--- config.mk ---
export PLATFORM = sky130hd
export DESIGN_NAME = lcd_frame_signature
export DESIGN_NICKNAME = d
export VERILOG_FILES = /design/src/rtl/lcd_frame_signature_pkg.sv /design/src/rtl/lcd_frame_signature_crc32_step.sv /design/src/rtl/lcd_frame_signature.sv
export SDC_FILE = /design/constraint.sdc
export NUM_CORES = 1
export LEC_CHECK = 0
export BUFFER_PORTS_ARGS = -buffer_cell sky130_fd_sc_hd__buf_2
export CORE_MARGIN = 5
export CORE_UTILIZATION = 47
export CTS_CLUSTER_SIZE = 24
export DETAILED_ROUTE_END_ITERATION = 6
export PLACE_DENSITY = 0.68
export SLEW_MARGIN = 10
export SYNTH_ARGS = -nofsm -noshare
export SYNTH_HDL_FRONTEND = slang
export SYNTH_HIERARCHICAL = 1
export SYNTH_SLANG_ARGS = --single-unit
--- constraint.sdc ---
create_clock -name i_clk -period 4.5 [get_ports i_clk]
set_clock_uncertainty 0.15 [all_clocks]
set_input_delay 0 -clock i_clk [delete_from_list [all_inputs] [get_ports i_clk]]
set_output_delay 0 -clock i_clk [all_outputs]
set_load 0.02 [all_outputs]
--- src/rtl/lcd_frame_signature_pkg.sv ---
// Shared timing defaults, CRC constants, FSM state encoding and the
// frame-signature payload for the LCD frame signature monitor.
package lcd_frame_signature_pkg;

    localparam int unsigned MTL_H_TOTAL     = 1056;
    localparam int unsigned MTL_V_TOTAL     = 525;
    localparam int unsigned MTL_H_ACT_START = 50;
    localparam int unsigned MTL_H_ACT_LEN   = 800;
    localparam int unsigned MTL_V_ACT_START = 23;
    localparam int unsigned MTL_V_ACT_LEN   = 480;
    localparam int unsigned MTL_PIX_W       = 24;

    localparam int unsigned X_W         = 11;
    localparam int unsigned Y_W         = 10;
    localparam int unsigned CRC_W       = 32;
    localparam int unsigned PIX_CNT_W   = 20;
    localparam int unsigned FRAME_CNT_W = 16;

    localparam logic [CRC_W-1:0] CRC32_POLY = 32'h04C1_1DB7;
    localparam logic [CRC_W-1:0] CRC32_INIT = 32'hFFFF_FFFF;

    typedef enum logic [1:0] {
        ST_IDLE    = 2'd0,
        ST_WAIT_VS = 2'd1,
        ST_LOCKED  = 2'd2
    } fsm_state_e;

    typedef struct packed {
        logic [CRC_W-1:0]     crc;
        logic [PIX_CNT_W-1:0] pix_count;
    } frame_sig_t;

endpackage

--- src/rtl/lcd_frame_signature_crc32_step.sv ---
// One-clock CRC-32 update over a full pixel word, MSB first,
// non-reflected, no final XOR.
module crc32_step
    import lcd_frame_signature_pkg::*;
#(
    parameter int unsigned PIX_W = MTL_PIX_W
) (
    input  logic [CRC_W-1:0] crc,
    input  logic [PIX_W-1:0] data,
    output logic [CRC_W-1:0] crc_next_c
);

    logic [PIX_W-1:0] shift;
    logic             fb;

    // Bit-serial recurrence unrolled across the pixel word.
    always_comb begin
        crc_next_c = crc;
        shift      = data;
        fb         = 1'b0;
        for (int i = 0; i < int'(PIX_W); i++) begin
            fb         = crc_next_c[CRC_W-1] ^ shift[PIX_W-1];
            crc_next_c = {crc_next_c[CRC_W-2:0], 1'b0} ^ (fb ? CRC32_POLY : '0);
            shift      = shift << 1;
        end
    end

endmodule

--- src/rtl/lcd_frame_signature.sv ---
// Taps the panel HSD/VSD/RGB bus, locks to frame timing, streams active
// pixel coordinates and produces a per-frame CRC-32 signature.
module lcd_frame_signature
    import lcd_frame_signature_pkg::*;
#(
    parameter int unsigned H_TOTAL     = MTL_H_TOTAL,
    parameter int unsigned V_TOTAL     = MTL_V_TOTAL,
    parameter int unsigned H_ACT_START = MTL_H_ACT_START,
    parameter int unsigned H_ACT_LEN   = MTL_H_ACT_LEN,
    parameter int unsigned V_ACT_START = MTL_V_ACT_START,
    parameter int unsigned V_ACT_LEN   = MTL_V_ACT_LEN,
    parameter int unsigned PIX_W       = MTL_PIX_W
) (
    input  logic                   i_clk,
    input  logic                   i_rst,
    input  logic                   i_en,
    input  logic                   i_hsd,
    input  logic                   i_vsd,
    input  logic [PIX_W-1:0]       i_rgb,
    input  logic                   i_err_clr,
    output logic                   o_locked,
    output logic                   o_pix_valid,
    output logic [X_W-1:0]         o_x,
    output logic [Y_W-1:0]         o_y,
    output logic [PIX_W-1:0]       o_rgb,
    output logic                   o_frame_done,
    output logic [CRC_W-1:0]       o_frame_crc,
    output logic [PIX_CNT_W-1:0]   o_pix_count,
    output logic [FRAME_CNT_W-1:0] o_frame_cnt,
    output logic                   o_err_h,
    output logic                   o_err_v
);

    logic                 r_hsd;
    logic                 r_vsd;
    logic [X_W-1:0]       r_x;
    logic [Y_W-1:0]       r_y;
    fsm_state_e           state;
    logic [CRC_W-1:0]     crc_acc;
    logic [CRC_W-1:0]     crc_next;
    logic [PIX_CNT_W-1:0] pix_acc;
    frame_sig_t           sig;

    logic hs_fall;
    logic vs_fall;
    logic in_x;
    logic in_y;
    logic active;
    logic err_h;
    logic err_v;

    assign hs_fall = r_hsd & ~i_hsd;
    assign vs_fall = r_vsd & ~i_vsd;

    assign in_x = (r_x >= X_W'(H_ACT_START)) && (r_x < X_W'(H_ACT_START + H_ACT_LEN));
    assign in_y = (r_y >= Y_W'(V_ACT_START)) && (r_y < Y_W'(V_ACT_START + V_ACT_LEN));

    assign active = (state == ST_LOCKED) && i_en && in_x && in_y;
    assign err_h  = (state == ST_LOCKED) && hs_fall && (r_x != X_W'(H_TOTAL - 1));
    assign err_v  = (state == ST_LOCKED) && vs_fall && (r_y != Y_W'(V_TOTAL - 1));

    assign o_frame_crc = sig.crc;
    assign o_pix_count = sig.pix_count;

    crc32_step #(
        .PIX_W (PIX_W)
    ) u_crc32_step (
        .crc        (crc_acc),
        .data       (i_rgb),
        .crc_next_c (crc_next)
    );

    always_ff @(posedge i_clk) begin
        if (i_rst) begin
            r_hsd        <= 1'b1;
            r_vsd        <= 1'b1;
            r_x          <= '0;
            r_y          <= '0;
            state        <= ST_IDLE;
            crc_acc      <= CRC32_INIT;
            pix_acc      <= '0;
            sig          <= '0;
            o_locked     <= 1'b0;
            o_pix_valid  <= 1'b0;
            o_x          <= '0;
            o_y          <= '0;
            o_rgb        <= '0;
            o_frame_done <= 1'b0;
            o_frame_cnt  <= '0;
            o_err_h      <= 1'b0;
            o_err_v      <= 1'b0;
        end else begin
            r_hsd        <= i_hsd;
            r_vsd        <= i_vsd;
            o_pix_valid  <= active;
            o_frame_done <= 1'b0;

            // Saturating raster counters; VSD restarts the line count.
            if (hs_fall) begin
                r_x <= '0;
            end else if (r_x != '1) begin
                r_x <= r_x + X_W'(1);
            end
            if (vs_fall) begin
                r_y <= '0;
            end else if (hs_fall && (r_y != '1)) begin
                r_y <= r_y + Y_W'(1);
            end

            if (active) begin
                o_x     <= r_x - X_W'(H_ACT_START);
                o_y     <= r_y - Y_W'(V_ACT_START);
                o_rgb   <= i_rgb;
                crc_acc <= crc_next;
                pix_acc <= pix_acc + PIX_CNT_W'(1);
            end

            // A new error in the same cycle beats the clear request.
            if (err_h) begin
                o_err_h <= 1'b1;
            end else if (i_err_clr) begin
                o_err_h <= 1'b0;
            end
            if (err_v) begin
                o_err_v <= 1'b1;
            end else if (i_err_clr) begin
                o_err_v <= 1'b0;
            end

            if (!i_en) begin
                state    <= ST_IDLE;
                o_locked <= 1'b0;
            end else begin
                case (state)
                    ST_IDLE: begin
                        state    <= ST_WAIT_VS;
                        o_locked <= 1'b0;
                    end
                    ST_WAIT_VS: begin
                        if (vs_fall) begin
                            state    <= ST_LOCKED;
                            o_locked <= 1'b1;
                            crc_acc  <= CRC32_INIT;
                            pix_acc  <= '0;
                        end
                    end
                    ST_LOCKED: begin
                        // Timing error drops lock; the partial frame is discarded.
                        if (err_h || err_v) begin
                            state    <= ST_WAIT_VS;
                            o_locked <= 1'b0;
                        end else if (vs_fall) begin
                            o_frame_done  <= 1'b1;
                            sig.crc       <= crc_acc;
                            sig.pix_count <= pix_acc;
                            o_frame_cnt   <= o_frame_cnt + FRAME_CNT_W'(1);
                            crc_acc       <= CRC32_INIT;
                            pix_acc       <= '0;
                        end
                    end
                    default: begin
                        state    <= ST_IDLE;
                        o_locked <= 1'b0;
                    end
                endcase
            end
        end
    end

endmodule
==> flow_summary_export.csv, run 1 <==
group,metric,value,unit
routing,ant_nets,0,
cells_and_area,antenna_cells,0,
critical_path,reg2reg_setup_slack,1.0,ns
synth,synth_fp_nets,1231,
die,die_h,158,um
placement,routabilityCongestion,0.938,
global_route,grt_overflow,0,
cts,cts_tree,"yes",
critical_path,worstPathMaxFanout,72,
routing,routedWlPerCell,16.7,um
routing,avgViaCountPerCell,5.26,
hold_path,min_from,"i_vsd",
die,floorplan.core_area,21700,um^2
routing,firstDrtPassIters,5,
critical_path,r2r-start,"r_y[1]",
critical_path,rr_endpoint,"o_rgb[23]",
sta,period_share,0.778,
synth,synth_cell_types,53,
synth,synth-simple-area-share,0.209,
cts,ctsHtreeMaxLevel,4,
synth,synth_fa_ha_area_frac,0.0146,
run,drv_cap,0,
synth,synth_edf_count,0,
critical_path,cp-start-kind,"flip-flop",
global_route,antenna_found_initial,0,
cells_and_area,area_delta_synth_final,18.7,%
synth,async_reset_ff_frac,0,
synth,yosys.area.top_type_share,0.378,
sta,tightest_slew,0.810,ns
placement,placed_area,11200,um^2
hold_path,whs_path_depth,3,
power,p_leak,4.91,nW
power,power,8.07,mW
global_route,grt_pass1_wl,44000,um
synth,synth_compound_area_frac,0.0843,
critical_path,path_class,"reg2reg",
sta,hold_viol_final,0,
cts,path_clk_slew,0.07,ns
global_route,grt_util_met3,0.0339,
critical_path,crit_required,4.72,ns
synth,synthXorXnorAreaFrac,0.273,
power,power.density,661,nW/um^2
status,outcome,"completed",
hold_path,hold_end,"r_vsd",
cts,clock_latency,0.45,ns
placement,dp_hpwl,19800,um
sta,slew_viol_final,0,
synth,synth.mux.area_fraction,0.00389,
placement,numPortBuffers,147,
synth,syn_inst,1189,
global_route,first_global_vias,8363,
cts,cts-root-buf,"clkbuf_16",
sta,fmax,0.286,GHz
hold_path,hold_path_class,"in2reg",
synth,synth-main-ff-cell,"dfxtp_1",
synth,yosys_warnings,6,
sta,totalNegativeSetupSlack,0,ns
global_route,busiest_layer,"met2",
sta,setup-violations-final,0,
cells_and_area,layout-drive-gt1-share,0.169,
sta,rsz0062_at_grt,"false",
critical_path,crit_arrival,3.72,ns
die,start_util,0.474,
sta,fin_crit,3.50,ns
synth,yosys-top-cells-area,"dfxtp_1, xnor2_1, nand2_1",
sta,slew-limit-headroom,0.455,
cts,clockBufferDepth,2,
cts,cts.sinks,194,
power,vdd_drop_max,0.526,mV
synth,ys_ff_latch,194,
routing,vias,8579,
cts,cts_buffers,17,
die,die_x,158,um
routing,route.detailed.drc,0,
critical_path,end_kind,"flip-flop",
global_route,gr-usage-met2,0.390,
synth,yosysSeqAreaShare,0.378,
synth,avgSynthCellArea,8.65,um^2
routing,drt-total-wl,27300,um
routing,drtIter0Drc,507,
synth,yosys.area.top_type,"dfxtp_1",
global_route,grt_use_met1,0.283,
cells_and_area,final_area,12200,um^2
die,dieArea,24900,um^2
global_route,grt_max_degree,74,
die,io_pins,148,
cells_and_area,fillers,2030,
global_route,grt_use_total,0.221,
die,rows,54,
critical_path,rr_worst_depth,9,
synth,synth_area,10300,um^2
synth,synth_top_family_by_area,"XOR/XNOR gates",
cells_and_area,nNetsFinal,1381,
==> layout make-up <==
type / instances / area (um^2) / share of cell area
clock buffers: 20 / 437 / 0.0358
clock inverters: 11 / 199 / 0.0163
inverters: 22 / 82.6 / 0.00676
multi-input cells: 907 / 6030 / 0.494
flip-flops and latches: 194 / 3880 / 0.318
well taps: 280 / 350 / 0.0287
repair buffers: 197 / 1220 / 0.100
==> routing by layer <==
layer | wire length [um] | vias to the layer above | share of wire
met5 | 0 | - | 0
met4 | 473 | 0 | 0.017
met3 | 1170 | 33 | 0.043
met2 | 13800 | 180 | 0.51
met1 | 11800 | 4121 | 0.43
li1 | - | 4245 | -
==> worst max-delay path by stage <==
stage	from	end	slack [ns]	depth (start not counted)
floorplan	crc_acc[31]	crc_acc[9]	1.31	9
global placement	crc_acc[29]	crc_acc[7]	1.11	9
detailed placement	crc_acc[29]	crc_acc[26]	1.06	9
CTS	crc_acc[31]	crc_acc[9]	1.03	9
global route	crc_acc[29]	crc_acc[16]	0.81	9
finish	r_y[1]	o_rgb[23]	1.0	9
==> synth_stat cells, types with 3 or more instances <==
master      n
a211oi_1   11
a21oi_1   108
and3_1      6
buf_2      21
buf_4       4
clkbuf_1   38
dfxtp_1   194
ha_1       12
inv_1      22
mux2i_1     4
nand2_1   240
nand2b_1    5
nand3_1    87
nand4_1    14
nor2_1     72
nor3_1     11
nor4_1     11
o211ai_1    5
o21ai_0    12
o31ai_1     3
or2_2       5
or3_1      12
or4_1       8
xnor2_1   164
xnor2_2     8
xnor2_4     6
xnor3_1    21
xnor3_2     3
xor2_1     48
xor2_2      5
==> through the flow <==
stage / instances / util / setup slack, ns / hold WS (ns)
finish: 1631 / 0.563 / 0.999 / 0.156
global route: 1631 / 0.563 / 0.812 / 0.167
CTS: 1631 / 0.563 / 1.03 / 0.141
detailed placement: 1566 / 0.518 / 1.06 / 0.0504
global placement: 1566 / 0.518 / 1.11 / 0.0497
floorplan: 1189 / - / 1.31 / -0.0434
==> cells in the final DEF, fill, tap and decap left out, drive strengths merged, types with 5 or more instances in the layout <==
cell type,instances
or4,9
clkbuf,20
nand2b,5
dfxtp,194
nand2,240
nor4,11
buf,163
o21ai,12
nand4,14
and3,6
inv,26
a21oi,108
nor3,13
xnor3,24
dlygate4sd3,34
o211ai,5
xor2,54
or3,12
or2,5
bufinv,5
ha,12
xnor2,178
nor2,72
a211oi,11
nand3,88
==> logic make-up (layout without fill, tap and decap cells) <==
group,count (synthesis),in the layout
AND/OR/NAND/NOR,483,483
XOR/XNOR,256,256
flip-flops,194,194
AO/OA/AOI/OAI,152,152
buffers and inverters,88,250
adder cells (fa/ha/maj),12,12
multiplexers,4,4
==> flip-flops by register name, indices dropped and copies added (netlist names), 10 cells and up <==
signal	flops
crc_acc	32
r_x	11
o_pix_count	20
r_y	10
o_y	10
o_rgb	24
pix_acc	20
o_frame_cnt	16
o_frame_crc	32
o_x	11
==> power by group <==
part / leakage, nW / internal, mW / switching [mW]
logic: 3.03 / 2.38 / 2.25
clock network: 0.310 / 0.992 / 0.695
registers: 1.57 / 1.74 / 0.0246
total: 4.91 / 5.10 / 2.97
==> what timing repair did <==
action / CTS / global route
resized for setup: 0 / 0
endpoints found under the hold margin: 74 / 0
hold buffers: 34 / 0
buffers inserted: 0 / 0
==> worst max-delay path: stages, from the launching register on <==
cell and delay, ns:
dfxtp_1 0.37, ha_1 0.24, a21oi_1 0.17, o21ai_0 0.57
nand2_1 0.38, nor3_4 0.31, buf_12 0.33, nand2_1 0.17
a21oi_1 0.15, dlygate4sd3_1 0.58
(Power assumes the default switching activity.)
==> inputs of run 2 (changes only) <==
- ABC_AREA: unset -> 1
- PLACE_DENSITY: 0.68 -> 0.69
- clock period: 4.5 -> 2.95 ns (I/O delays scaled with it)
==> flow_summary_export.csv, run 2 <==
group,metric,value,unit
critical_path,rr_worst_depth,22,
critical_path,worstPathMaxFanout,6,
placement,routabilityCongestion,0.989,
global_route,grt_overflow,0,
synth,synth_edf_count,0,
die,dieArea,30300,um^2
sta,fin_crit,2.82,ns
critical_path,cp_cell_sequence,"inv_1, nand2_1, nand2_4, inv_4, nand2_1, nand2_4, inv_2, nand2_1, nand2_4, nand2_2, nand2_4, nand2_2, nand2_8, buf_4, xor2_2, nand2_1, nand2_1, xor2_2, inv_1, nand3_1, nand3_1, nand2_1",
placement,pre_cts_ws,-0.0827,ns
global_route,grt_use_total,0.239,
synth,synth-main-ff-cell,"dfxtp_1",
synth,synth_most_common_cell,"nand2_1",
cts,cts_tree,"yes",
global_route,grt_max_degree,86,
synth,synth_fp_nets,1990,
sta,rsz0062_at_grt,"true",
critical_path,crit_arrival,2.98,ns
routing,drtIter0Drc,831,
critical_path,crit_path_top_delay_cell,"dfxtp_2",
cells_and_area,area_delta_synth_final,23.0,%
power,vdd_drop_max,0.418,mV
synth,yosys_warnings,6,
hold_path,hold_end,"r_hsd",
critical_path,cpMostUsedCell,"nand2_1",
synth,ys_ff_latch,194,
cts,clock_latency,0.43,ns
critical_path,crit_required,3.10,ns
global_route,grt_pass1_wl,59700,um
placement,numPortBuffers,147,
sta,hold_viol_final,0,
sta,fin_ws,0.128,ns
critical_path,path_class,"reg2reg",
routing,route.detailed.drc,0,
synth,yosys.area.top_type,"dfxtp_1",
placement,dp_hpwl,28000,um
critical_path,crit_path_max_incr_delay,0.37,ns
hold_path,whs_path_depth,4,
routing,vias,12597,
sta,tightest_slew,0.627,ns
sta,slew-limit-headroom,0.582,
sta,setup-violations-final,0,
critical_path,critPathBufInv,5,
routing,firstDrtPassIters,6,
power,power.density,699,nW/um^2
synth,yosysSeqAreaShare,0.307,
cts,clockBufferDepth,2,
critical_path,r2r-start,"crc_acc[29]",
run,drv_cap,0,
sta,period_share,0.957,
synth,yosys.area.top_type_share,0.307,
global_route,antenna_found_initial,0,
synth,avgSynthCellArea,6.49,um^2
status,outcome,"completed",
critical_path,cp-start-kind,"flip-flop",
die,die_h,174,um
routing,drt-total-wl,38000,um
synth,yosys-top-cells-area,"dfxtp_1, nand2_1, nor2_1",
cts,ctsHtreeMaxLevel,4,
cts,cts.sinks,194,
routing,avgViaCountPerCell,4.98,
routing,routedWlPerCell,15.0,um
critical_path,reg2reg_setup_slack,0.13,ns
cells_and_area,nNetsFinal,2216,
cells_and_area,layout-drive-gt1-share,0.227,
die,start_util,0.473,
critical_path,crit_family,"simple AND/OR/NAND/NOR gates",
synth,synth_area,12600,um^2
cts,cts-root-buf,"clkbuf_16",
die,io_pins,148,
hold_path,min_from,"i_hsd",
sta,fmax,0.354,GHz
critical_path,rr_endpoint,"crc_acc[17]",
die,floorplan.core_area,26700,um^2
routing,ant_nets,0,
global_route,first_global_vias,11621,
cts,cts_buffers,17,
synth,syn_inst,1948,
sta,slew_viol_final,0,
cells_and_area,layout_common_cells,"nand2_1, nor2_1, inv_1",
synth,async_reset_ff_frac,0,
die,rows,60,
cells_and_area,antenna_cells,0,
cells_and_area,finish.utilization,0.582,
hold_path,hold_path_class,"in2reg",
die,die_x,174,um
synth,synth_cell_types,41,
cells_and_area,final_common_cell,"nand2_1",
cells_and_area,fillers,2570,
power,p_leak,7.94,nW
cts,path_clk_slew,0.07,ns
synth,synthTopCellsByCount,"nand2_1, nor2_1, dfxtp_1",
critical_path,end_kind,"flip-flop",
[run 2: worst max path at each step]
stage | startpoint | endpoint | slack [ns] | cells past startpoint
after floorplan | crc_acc[27] | crc_acc[12] | 0.47 | 24
after global placement | crc_acc[27] | crc_acc[17] | -0.07 | 22
after detailed placement | crc_acc[27] | crc_acc[11] | -0.08 | 21
after CTS | crc_acc[31] | crc_acc[17] | 0.01 | 22
after global routing | crc_acc[31] | crc_acc[13] | -0.04 | 25
final | crc_acc[29] | crc_acc[17] | 0.13 | 22
[run 2: cell type report]
class	instances	area (um^2)	area share
multi-input cells	1461	7950	0.511
flip-flops and latches	194	3910	0.251
repair buffers	270	1820	0.117
inverters	230	891	0.0573
clock buffers	21	440	0.0283
well taps	341	427	0.0274
clock inverters	10	124	0.00797
[run 2: what timing repair did]
item                       in CTS  in global routing
hold buffers                   30                  0
gates cloned                    0                  1
buffers inserted                2                 34
gates resized for setup         5                110
hold endpoints to repair       46                  0
pin swaps                       2                 42
setup endpoints to repair      13                 29
[run 2: worst reg2reg max path, cell delays in order, from the launching register on]
cell	delay [ns]
dfxtp_2	0.37
inv_1	0.05
nand2_1	0.10
nand2_4	0.10
inv_4	0.09
nand2_1	0.09
nand2_4	0.10
inv_2	0.08
nand2_1	0.12
nand2_4	0.10
nand2_2	0.12
nand2_4	0.07
nand2_2	0.11
nand2_8	0.10
buf_4	0.17
xor2_2	0.18
nand2_1	0.07
nand2_1	0.08
xor2_2	0.16
inv_1	0.05
nand3_1	0.06
nand3_1	0.10
nand2_1	0.06
[run 2: cells by family after synthesis]
logic type / after synthesis / synth area share
XOR/XNOR: 166 / 0.122
adder cells (fa/ha/maj): 12 / 0.0119
AND/OR/NAND/NOR: 1142 / 0.403
flip-flops: 194 / 0.307
buffers and inverters: 294 / 0.0998
AO/OA/AOI/OAI: 140 / 0.0566
[run 2: power breakdown]
part	leakage, nW	switching (mW)	internal [mW]
Combinational	6.10	3.52	2.27
Clock	0.275	1.08	1.26
Sequential	1.57	0.0693	2.67
Total	7.94	4.67	6.20
[run 2: per-stage QoR]
| step | std cells | hold slack (ns) | setup TNS [ns] | total power, mW | cell area, um^2 |
|---|---|---|---|---|---|
| 2_1_floorplan | 1948 | -0.0534 | 0 | 6.38 | 12600 |
| 3_3_place_gp | 2429 | 0.0382 | -0.354 | 7.71 | 13900 |
| 3_5_place_dp | 2429 | 0.0442 | -0.551 | 7.70 | 13900 |
| 4_1_cts | 2492 | 0.123 | 0 | 10.1 | 14800 |
| 5_1_grt | 2527 | 0.193 | -0.257 | 11.5 | 15600 |
| 6_report | 2527 | 0.154 | 0 | 10.9 | 15600 |
[run 2: metal layers]
| layer | GRT usage | up-vias | share of wire | wire length (um) |
|---|---|---|---|---|
| met5 | 0 | - | 0 | 0 |
| met4 | 0.0739 | 0 | 0.026 | 988 |
| met3 | 0.0402 | 62 | 0.043 | 1620 |
| met2 | 0.430 | 290 | 0.51 | 19200 |
| met1 | 0.292 | 5802 | 0.43 | 16200 |
| li1 | - | 6443 | - | - |
